[src/rtl/uart_cmd_responder_if.sv]
// Link bundle for uart_cmd_responder: rx-FIFO read port, tx-FIFO write port
// and the local register bus, all on sys_clk.
interface uart_cmd_responder_if;
    logic [7:0]  rx_data;
    logic        rx_req;
    logic        rx_permitted;
    logic [31:0] tx_data;
    logic        tx_valid;
    logic        tx_permitted;
    logic [31:0] bus_addr;
    logic [31:0] bus_wdata;
    logic        bus_wr;
    logic        bus_rd;
    logic [31:0] bus_rdata;
    logic        bus_ack;

    modport master (
        output rx_req, tx_data, tx_valid,
        output bus_addr, bus_wdata, bus_wr, bus_rd,
        input  rx_data, rx_permitted, tx_permitted,
        input  bus_rdata, bus_ack
    );

    modport slave (
        input  rx_req, tx_data, tx_valid,
        input  bus_addr, bus_wdata, bus_wr, bus_rd,
        output rx_data, rx_permitted, tx_permitted,
        output bus_rdata, bus_ack
    );
endinterface

[src/rtl/uart_cmd_responder.sv]
// Host-link command responder: parses frames, runs one bus access, replies.
// Optional inter-byte timeout: define UART_CMD_BYTE_TIMEOUT_EN.
module uart_cmd_responder #(
    parameter logic [7:0] HDR_BYTE     = 8'hA5,
    parameter logic [7:0] RSP_TAG      = 8'h5A,
    parameter int         BUS_TIMEOUT  = 255,
    parameter int         BYTE_TIMEOUT = 65535
) (
    input  logic                  sys_clk,
    input  logic                  sys_rst_n,
    uart_cmd_responder_if.master  link,
    output logic [7:0]            err_cnt
);
    typedef enum logic [2:0] {
        S_HUNT, S_OPC, S_ADDR, S_DATA,
        S_CSUM, S_EXEC, S_RSP_STAT, S_RSP_DATA
    } state_t;

    localparam logic [7:0] BUS_LAST = 8'(BUS_TIMEOUT - 1);

    state_t      state, state_nx;
    logic        req_q, cap_q;
    logic [7:0]  opc_q, csum_q, csum_rx_q, stat_q;
    logic [31:0] addr_q, wdata_q, rdata_q;
    logic [1:0]  idx_q;
    logic [7:0]  bcnt_q;
    logic        wr_q, rd_q;
    logic [7:0]  err_q;

    logic        in_frame, need_byte, got, busy;
    logic        acked, expired, to_hit, fetch;
    logic        err_inc, last_byte;
    logic [7:0]  byte_in, stat_nx;

    assign byte_in   = link.rx_data;
    assign in_frame  = state inside {S_OPC, S_ADDR, S_DATA, S_CSUM};
    assign need_byte = in_frame || state == S_HUNT;
    assign busy      = wr_q | rd_q;
    assign acked     = busy & link.bus_ack;
    assign expired   = busy & ~link.bus_ack & (bcnt_q == BUS_LAST);
    assign last_byte = (idx_q == 2'd3);
    assign fetch     = need_byte & link.rx_permitted & ~req_q & ~cap_q;

`ifdef UART_CMD_BYTE_TIMEOUT_EN
    localparam logic [15:0] BYTE_LAST = 16'(BYTE_TIMEOUT);
    logic [15:0] idle_q;
    logic        drop_q;

    assign to_hit = in_frame & (idle_q >= BYTE_LAST);
    assign got    = cap_q & ~drop_q & ~to_hit;

    // a fetch in flight at timeout still lands; its byte is thrown away
    always_ff @(posedge sys_clk or negedge sys_rst_n) begin
        if (!sys_rst_n) begin
            idle_q <= '0;
            drop_q <= 1'b0;
        end else begin
            if (!in_frame || cap_q || to_hit)
                idle_q <= '0;
            else
                idle_q <= idle_q + 16'd1;
            if (to_hit && req_q)
                drop_q <= 1'b1;
            else if (cap_q)
                drop_q <= 1'b0;
        end
    end
`else
    assign to_hit = 1'b0;
    assign got    = cap_q;
`endif

    always_comb begin
        stat_nx = 8'h00;
        if (byte_in != csum_q)
            stat_nx = 8'h01;
        else if (opc_q != 8'h01 && opc_q != 8'h02)
            stat_nx = 8'h02;
    end

    assign err_inc = (state == S_CSUM && got && stat_nx != 8'h00)
                   || expired || to_hit;

    always_ff @(posedge sys_clk or negedge sys_rst_n) begin
        if (!sys_rst_n)
            state <= S_HUNT;
        else
            state <= state_nx;
    end

    always_comb begin
        state_nx      = state;
        link.tx_valid = 1'b0;
        link.tx_data  = '0;
        unique case (state)
            S_HUNT:
                if (got && byte_in == HDR_BYTE) state_nx = S_OPC;
            S_OPC:
                if (got) state_nx = S_ADDR;
            S_ADDR:
                if (got && last_byte)
                    state_nx = (opc_q == 8'h01) ? S_DATA : S_CSUM;
            S_DATA:
                if (got && last_byte) state_nx = S_CSUM;
            S_CSUM:
                if (got) state_nx = S_EXEC;
            S_EXEC:
                if (!busy || acked || expired) state_nx = S_RSP_STAT;
            S_RSP_STAT: begin
                link.tx_data  = {RSP_TAG, opc_q, stat_q, csum_rx_q};
                link.tx_valid = link.tx_permitted;
                if (link.tx_permitted)
                    state_nx = (opc_q == 8'h02 && stat_q == 8'h00)
                             ? S_RSP_DATA : S_HUNT;
            end
            S_RSP_DATA: begin
                link.tx_data  = rdata_q;
                link.tx_valid = link.tx_permitted;
                if (link.tx_permitted) state_nx = S_HUNT;
            end
            default: state_nx = S_HUNT;
        endcase
        if (to_hit) state_nx = S_HUNT;
    end

    always_ff @(posedge sys_clk or negedge sys_rst_n) begin
        if (!sys_rst_n) begin
            req_q     <= 1'b0;
            cap_q     <= 1'b0;
            opc_q     <= '0;
            csum_q    <= '0;
            csum_rx_q <= '0;
            stat_q    <= '0;
            addr_q    <= '0;
            wdata_q   <= '0;
            rdata_q   <= '0;
            idx_q     <= '0;
            bcnt_q    <= '0;
            wr_q      <= 1'b0;
            rd_q      <= 1'b0;
            err_q     <= '0;
        end else begin
            req_q <= fetch;
            cap_q <= req_q;
            if (err_inc && err_q != 8'hFF)
                err_q <= err_q + 8'd1;
            if (got) begin
                case (state)
                    S_OPC: begin
                        opc_q  <= byte_in;
                        csum_q <= byte_in;
                        idx_q  <= 2'd0;
                    end
                    S_ADDR: begin
                        addr_q <= {addr_q[23:0], byte_in};
                        csum_q <= csum_q ^ byte_in;
                        idx_q  <= idx_q + 2'd1;
                    end
                    S_DATA: begin
                        wdata_q <= {wdata_q[23:0], byte_in};
                        csum_q  <= csum_q ^ byte_in;
                        idx_q   <= idx_q + 2'd1;
                    end
                    S_CSUM: begin
                        csum_rx_q <= byte_in;
                        stat_q    <= stat_nx;
                        bcnt_q    <= '0;
                        wr_q <= (stat_nx == 8'h00) && (opc_q == 8'h01);
                        rd_q <= (stat_nx == 8'h00) && (opc_q == 8'h02);
                    end
                    default: ;
                endcase
            end
            // ack on the final timeout cycle wins over the abort
            if (busy) begin
                if (acked) begin
                    wr_q    <= 1'b0;
                    rd_q    <= 1'b0;
                    rdata_q <= link.bus_rdata;
                end else if (expired) begin
                    wr_q   <= 1'b0;
                    rd_q   <= 1'b0;
                    stat_q <= 8'h03;
                end else begin
                    bcnt_q <= bcnt_q + 8'd1;
                end
            end
        end
    end

    assign link.rx_req    = req_q;
    assign link.bus_addr  = addr_q;
    assign link.bus_wdata = wdata_q;
    assign link.bus_wr    = wr_q;
    assign link.bus_rd    = rd_q;
    assign err_cnt        = err_q;
endmodule

[src/flat_wrapper.sv]
// flat-port wrapper written by rule: the top's interface ports become plain ports
module uart_cmd_responder_flat 
#(
    parameter logic [7:0] HDR_BYTE     = 8'hA5,
    parameter logic [7:0] RSP_TAG      = 8'h5A,
    parameter int         BUS_TIMEOUT  = 255,
    parameter int         BYTE_TIMEOUT = 65535
)
  (sys_clk, sys_rst_n, err_cnt, link_rx_req, link_tx_data, link_tx_valid, link_bus_addr, link_bus_wdata, link_bus_wr, link_bus_rd, link_rx_data, link_rx_permitted, link_tx_permitted, link_bus_rdata, link_bus_ack);
  uart_cmd_responder_if link_i ();
  input  logic sys_clk;
  input  logic sys_rst_n;
  output logic [7:0] err_cnt;
  output wire logic [$bits(link_i.rx_req)-1:0] link_rx_req;
  output wire logic [$bits(link_i.tx_data)-1:0] link_tx_data;
  output wire logic [$bits(link_i.tx_valid)-1:0] link_tx_valid;
  output wire logic [$bits(link_i.bus_addr)-1:0] link_bus_addr;
  output wire logic [$bits(link_i.bus_wdata)-1:0] link_bus_wdata;
  output wire logic [$bits(link_i.bus_wr)-1:0] link_bus_wr;
  output wire logic [$bits(link_i.bus_rd)-1:0] link_bus_rd;
  input wire logic [$bits(link_i.rx_data)-1:0] link_rx_data;
  input wire logic [$bits(link_i.rx_permitted)-1:0] link_rx_permitted;
  input wire logic [$bits(link_i.tx_permitted)-1:0] link_tx_permitted;
  input wire logic [$bits(link_i.bus_rdata)-1:0] link_bus_rdata;
  input wire logic [$bits(link_i.bus_ack)-1:0] link_bus_ack;
  assign link_rx_req = link_i.rx_req;
  assign link_tx_data = link_i.tx_data;
  assign link_tx_valid = link_i.tx_valid;
  assign link_bus_addr = link_i.bus_addr;
  assign link_bus_wdata = link_i.bus_wdata;
  assign link_bus_wr = link_i.bus_wr;
  assign link_bus_rd = link_i.bus_rd;
  assign link_i.rx_data = link_rx_data;
  assign link_i.rx_permitted = link_rx_permitted;
  assign link_i.tx_permitted = link_tx_permitted;
  assign link_i.bus_rdata = link_bus_rdata;
  assign link_i.bus_ack = link_bus_ack;
  uart_cmd_responder #(.HDR_BYTE(HDR_BYTE), .RSP_TAG(RSP_TAG), .BUS_TIMEOUT(BUS_TIMEOUT), .BYTE_TIMEOUT(BYTE_TIMEOUT)) u_core (.sys_clk(sys_clk), .sys_rst_n(sys_rst_n), .link(link_i), .err_cnt(err_cnt));
endmodule
[config.mk]
export PLATFORM = sky130hd
export DESIGN_NAME = uart_cmd_responder_flat
export DESIGN_NICKNAME = d
export VERILOG_FILES = /design/src/rtl/uart_cmd_responder_if.sv /design/src/rtl/uart_cmd_responder.sv /design/src/flat_wrapper.sv
export SDC_FILE = /design/constraint.sdc
export NUM_CORES = 1
export LEC_CHECK = 0
export BUFFER_PORTS_ARGS = -buffer_cell sky130_fd_sc_hd__buf_2
export CORE_ASPECT_RATIO = 0.75
export CORE_MARGIN = 2
export CORE_UTILIZATION = 42
export CTS_BUF_LIST = sky130_fd_sc_hd__clkbuf_4 sky130_fd_sc_hd__clkbuf_8
export DETAILED_ROUTE_END_ITERATION = 8
export GPL_TIMING_DRIVEN = 0
export PLACE_DENSITY = 0.69
export SETUP_SLACK_MARGIN = 0.5
export SLEW_MARGIN = 20
export SYNTH_ARGS = -nofsm -noshare
export SYNTH_HDL_FRONTEND = slang
export SYNTH_SLANG_ARGS = --single-unit
[constraint.sdc]
create_clock -name sys_clk -period 2.9 [get_ports sys_clk]
set_clock_uncertainty 0.2 [all_clocks]
set_input_delay 0.145 -clock sys_clk [delete_from_list [all_inputs] [get_ports sys_clk]]
set_output_delay 0.145 -clock sys_clk [all_outputs]
set_load 0.005 [all_outputs]
== Word level (Yosys, flattened, before mapping) ==
Index checks and enable logic that the tools add are counted.

* Register bits: 153
* Latch bits: 0
* Bits in writable memories: 0
* Memory bits (read-only): 0
* Input port bits: 45
* Output and inout port bits: 108
* Logic and storage cells: 119
* Memories: 0

* Add/sub/neg operators: 3
* $mul: 0
* Divide/modulo/power cells: 0
* Magnitude comparators: 0
* Equal/unequal tests: 24
* Shifts and indexed selects: 0
* Multiplexer cells: 37
* Bitwise operators: 11
* Reduce and logical (&&, ||, !) cells: 29

{| class="wikitable"
|+ Operators by type and width
! operator !! count
|-
| two-way mux 8 bit || 10
|-
| case mux 32 bit (2 select lines) || 1
|-
| two-way mux 3 bit || 10
|-
| case mux 3 bit (8 select lines) || 1
|-
| adder 8 x 1 -> 8 bit (second input constant) || 2
|-
| == test 8 bit (second input constant) || 2
|-
| logical NOT 8 bit || 2
|-
| case mux 8 bit (2 select lines) || 1
|-
| == test 3 bit (second input constant) || 4
|-
| AND reduction 2 bit || 6
|-
| two-way mux 1 bit || 11
|-
| inequality test 2 bit (second input constant) || 5
|-
| logical AND 1 bit || 9
|-
| == test 8 x 1 -> 1 bit (second input constant) || 1
|-
| == test 8 x 2 -> 1 bit (second input constant) || 1
|-
| inequality test 8 x 1 -> 1 bit (second input constant) || 1
|-
| inequality test 8 x 2 -> 1 bit (second input constant) || 1
|-
| inequality test 8 bit || 1
|-
| inequality test 8 bit (second input constant) || 1
|-
| AND reduction 8 bit || 1
|-
| nonzero test 8 bit || 1
|-
| XOR 8 bit || 1
|-
| bitwise AND 1 bit || 6
|-
| == test 3 x 2 -> 1 bit (second input constant) || 2
|-
| other kinds (14) || 23
|}

== Logic depth before layout (Yosys ltp) ==
* Depth in word-level cells: 11
* Depth in mapped cells: 8
* Mapped depth without buffers: 7

== Worst setup path after synthesis ==
No wires, ideal clock.

* Path type: register to register
* Start: register u_core.bcnt_q[0]
* End: register u_core.err_q[1], in the netlist u_core.err_cnt[1]
* Setup time: 0.125 ns
* Arrival: 1.815 ns
* Data required time: 2.575 ns
* Setup slack: 0.760 ns
* Stages on the path, launching flop included: 8
* Buffers on the path: 0
* Period minus slack after synthesis: 2.140 ns
* Path through: dfrtp_1 > inv_1 > ha_1 > and3_1 > a31oi_1 > a41o_1 > nor2_2 > mux2_4

* Longest elaborated chain between the ends: 4

{| class="wikitable"
|+ RTL lines
! what !! RTL line !! text
|-
| from (decl) || uart_cmd_responder.sv:26 || <nowiki>logic [7:0] bcnt_q;</nowiki>
|-
| from (signal assigned) || uart_cmd_responder.sv:185 || <nowiki>bcnt_q <= bcnt_q + 8'd1;</nowiki>
|-
| == test 8 bit || uart_cmd_responder.sv:40 || <nowiki>assign expired = busy & ~link.bus_ack & (bcnt_q == BUS_LAST);</nowiki>
|-
| bitwise AND 1 bit || uart_cmd_responder.sv:40 ||
|-
| logical OR 1 bit || uart_cmd_responder.sv:82 || <nowiki>|| expired || to_hit;</nowiki>
|-
| logical AND 1 bit || uart_cmd_responder.sv:145 || <nowiki>if (err_inc && err_q != 8'hFF)</nowiki>
|-
| to (signal assigned) || uart_cmd_responder.sv:146 || <nowiki>err_q <= err_q + 8'd1;</nowiki>
|-
| to (decl) || uart_cmd_responder.sv:28 || <nowiki>logic [7:0] err_q;</nowiki>
|}

No other way between the ends.
A chain may end at the register's enable or synchronous reset.

== Worst setup path after layout ==
* Start: register u_core.state[2]
* End: output link_tx_data[23]

* Longest elaborated chain between the ends: 2
* Elaborated cells on any way between the ends: 3
* Those cells by class: eq/ne (2); mux (1)

{| class="wikitable"
|+ RTL lines
! what !! RTL line !! text
|-
| from (decl) || uart_cmd_responder.sv:21 || <nowiki>state_t state, state_nx;</nowiki>
|-
| from (signal assigned) || uart_cmd_responder.sv:88 || <nowiki>state <= state_nx;</nowiki>
|-
| == test 3 bit || uart_cmd_responder.sv:95 || <nowiki>unique case (state)</nowiki>
|-
| case mux 32 bit (2 select lines) (*) || uart_cmd_responder.sv:95 ||
|-
| to (decl) || flat_wrapper.sv:15 || <nowiki>output wire logic [$bits(link_i.tx_data)-1:0] link_tx_data;</nowiki>
|}

Every way passes the cells marked *; elsewhere a longest branch is shown, timed or not.

==> results.tsv <==
metric	value	unit
status	completed	
Netlist Area Pre-Place	6651	um2
minimum clock period	2321	ps
area delta synth->final	30.42	%
Critical Path AT	1980	ps
WS Path Type	reg2out	
slew margin rel.	0.5944	
met2 WL post-DR	7802	um
final period utilization	0.8002	
#FFs+latches synth	153	
Initial Utilization	0.4327	
sequential element share of the synthesized area	0.5756	
Crit. End Element	output pin	
pwr dens	625.8	nW/um2
CP Data Required Time	2560	ps
DR vias	4935	
largest buffer count on any clock path	2	
nets	783	
CTS tree	built	
Die X	149.3	um
pin count of the biggest net entering global routing	85	
most common flop cell mapped by yosys	dfrtp_1	
CTS Sinks	153	
cts bufs inserted	17	
met3 WL	935	um
DRT met1 WL	7359	um
H-tree levels	4	
residual DRC count	0	
grt ovf	0	
Peak Freq	0.4309	GHz
yosys warns	0	
clock-pin slew on the worst setup and hold paths	90	ps
RSZ-0062 raised after global routing	true	
post-route cell area	8675	um2
layout cells sized above 1	0.4383	
vias in the first global route	5035	
Post-synth EDFFs	0	
antenna diode count	0	
I/O Pins	153	
Synth cell types	55	
detailed router's first-iteration violation count	336	
PortBufs	152	
Syn Nets	564	
clock latency on the worst-skew pair	450	ps
post-detail-place hpwl	11410	um
Post-Route WL	16290	um
Die Footprint	16870	um2
max_cap viols	0	
syn_area_per_cell	12.92	um2
Async SR Flop Fraction	1.000	
Final setup viols	0	
GRT Total Usage	0.2001	
Power Total	0.005428	W
clk root buf	clkbuf_8	
Worst Setup Start Kind	register	
Slew @ Worst Pin	608.4	ps
Pleak	4.409	nW
Final GP Congestion	0.8036	
Final Slew Violations	0	
DP Area	7706	um2
first-pass GRT wire length	25850	um
final hold violations	0	
peak supply drop	0.4049	mV
detailed-route vias per instance	5.189	
Detailed Routing Iterations Pass 1	4	
highest metal used	met4	
WL per Instance	17.13	um
antenna-violating nets left	0	
synthesized instance count	515	
Die Ht	113.0	um
initial antenna violation count	0	
CP Max Fanout	10	
min-delay worst type	in2async	
core area	15370	um2
row count	39	
flip-flops by register name (all words and copies together) (netlist names):
signal,count
u_core.rdata_q,32
u_core.link.bus_rd,1
u_core.bcnt_q,8
u_core.state,3
u_core.cap_q,1
u_core.err_cnt,8
u_core.csum_rx_q,8
u_core.stat_q,8
u_core.csum_q,8
u_core.link.rx_req,1
u_core.link.bus_wdata,32
u_core.link.bus_wr,1
u_core.link.bus_addr,32
u_core.opc_q,8
u_core.idx_q,2
per-layer routing:
layer,up-vias,GRT usage
met1,2506,0.2621
met5,-,0
met4,0,0.05651
li1,2282,-
met3,14,0.06250
met2,133,0.3235
cell usage in the layout, fill, tap and decap left out, types with 9 or more instances in the layout:
| cell type | count |
|---|---|
| a22o_1 | 25 |
| and2_1 | 10 |
| buf_2 | 157 |
| clkbuf_1 | 9 |
| clkbuf_8 | 22 |
| dfrtp_1 | 152 |
| dlygate4sd3_1 | 44 |
| mux2_2 | 103 |
| nand2_1 | 58 |
| nand3_1 | 14 |
| nor2_1 | 11 |
| o21ai_0 | 16 |
| xor2_1 | 15 |
logic make-up (layout without fill, tap and decap cells):
kind of cell,count (synthesis),after routing,share of synthesized area
flip-flops,153,153,0.5756
AND/OR/NAND/NOR,130,130,0.1046
multiplexers,107,107,0.1815
AO/OA/AOI/OAI,69,69,0.07769
buffers and inverters,28,259,0.01693
XOR/XNOR,24,24,0.03612
adder cells (fa/ha/maj),4,4,0.007525
cell type report:
cell class                 instances  area, um2
multi-input combinational        334       2731
tap                              205      256.5
buffer                            25      148.9
timing repair buffer             200       1274
clock inverter                    10      140.1
clock buffer                      21      282.8
fill                            1264       6696
sequential                       153       3830
inverter                           3      11.26
critical path, stage by stage, from the launching register on:
cell and delay (ps):
dfrtp_1 440, clkbuf_4 200, and3_1 200, clkbuf_2 160
buf_4 200, a22o_1 200, buf_2 130
path summary, 6_finish.rpt:
| check | startpoint | end | slack [ps] | depth (start not counted) |
|---|---|---|---|---|
| setup reg to reg | u_core.bcnt_q[0] | u_core.err_cnt[3] | 620 | 9 |
| max in group asynchronous | sys_rst_n | u_core.link.bus_addr[30] | 1670 | 3 |
| hold reg to reg | u_core.link.rx_req | u_core.cap_q | 220 | 0 |
| min in group sys_clk | u_core.link.rx_req | u_core.cap_q | 220 | 0 |
| hold / removal | sys_rst_n | u_core.link.bus_wdata[4] | 40 | 2 |
| setup / recovery | u_core.state[2] | link_tx_data[23] | 580 | 6 |
through the flow:
step / hold slack [ps] / worst slack, ps / instances / util / TNS [ps]
finish: 38.28 / 579.4 / 951 / 0.5643 / 0
floorplan: -350.6 / 760.0 / 515 / - / 0
CTS: 36.91 / 514.3 / 948 / 0.5612 / 0
global placement: 177.5 / -649.0 / 872 / 0.4989 / -97680
detailed placement: -53.04 / 214.5 / 873 / 0.5013 / 0
global route: 60.13 / 415.5 / 951 / 0.5643 / 0
what timing repair did:
action                                 4_1_cts  5_1_grt
setup endpoints to repair                   39       41
buffers inserted                             0        3
pin swaps                                    0        1
hold buffers                                44        0
gates resized for setup                     21       12
endpoints found under the hold margin      229        0
Yosys cell counts, types with 4 or more instances:
cell type / instances / area, um2
clkbuf_1: 19 / 71.32
nor2_1: 11 / 41.29
o21ai_0: 16 / 80.08
xnor2_2: 4 / 65.06
buf_2: 6 / 30.03
nand2_1: 58 / 217.7
nand3_1: 14 / 70.07
and3_1: 5 / 31.28
a22o_1: 25 / 219.0
a31oi_1: 5 / 31.28
dfrtp_1: 153 / 3829
a21o_1: 4 / 30.03
mux2_2: 103 / 1160
and2_1: 10 / 62.56
xor2_1: 15 / 131.4
xnor2_1: 5 / 43.79
ha_1: 4 / 50.05
power by group:
| part | switching, W | total [W] | internal (W) |
|---|---|---|---|
| logic | 0.000404 | 0.000914 | 0.000510 |
| registers | 0.000298 | 0.00280 | 0.00250 |
| clock network | 0.000788 | 0.00172 | 0.000929 |
Power figures use the tool's default switching activity.
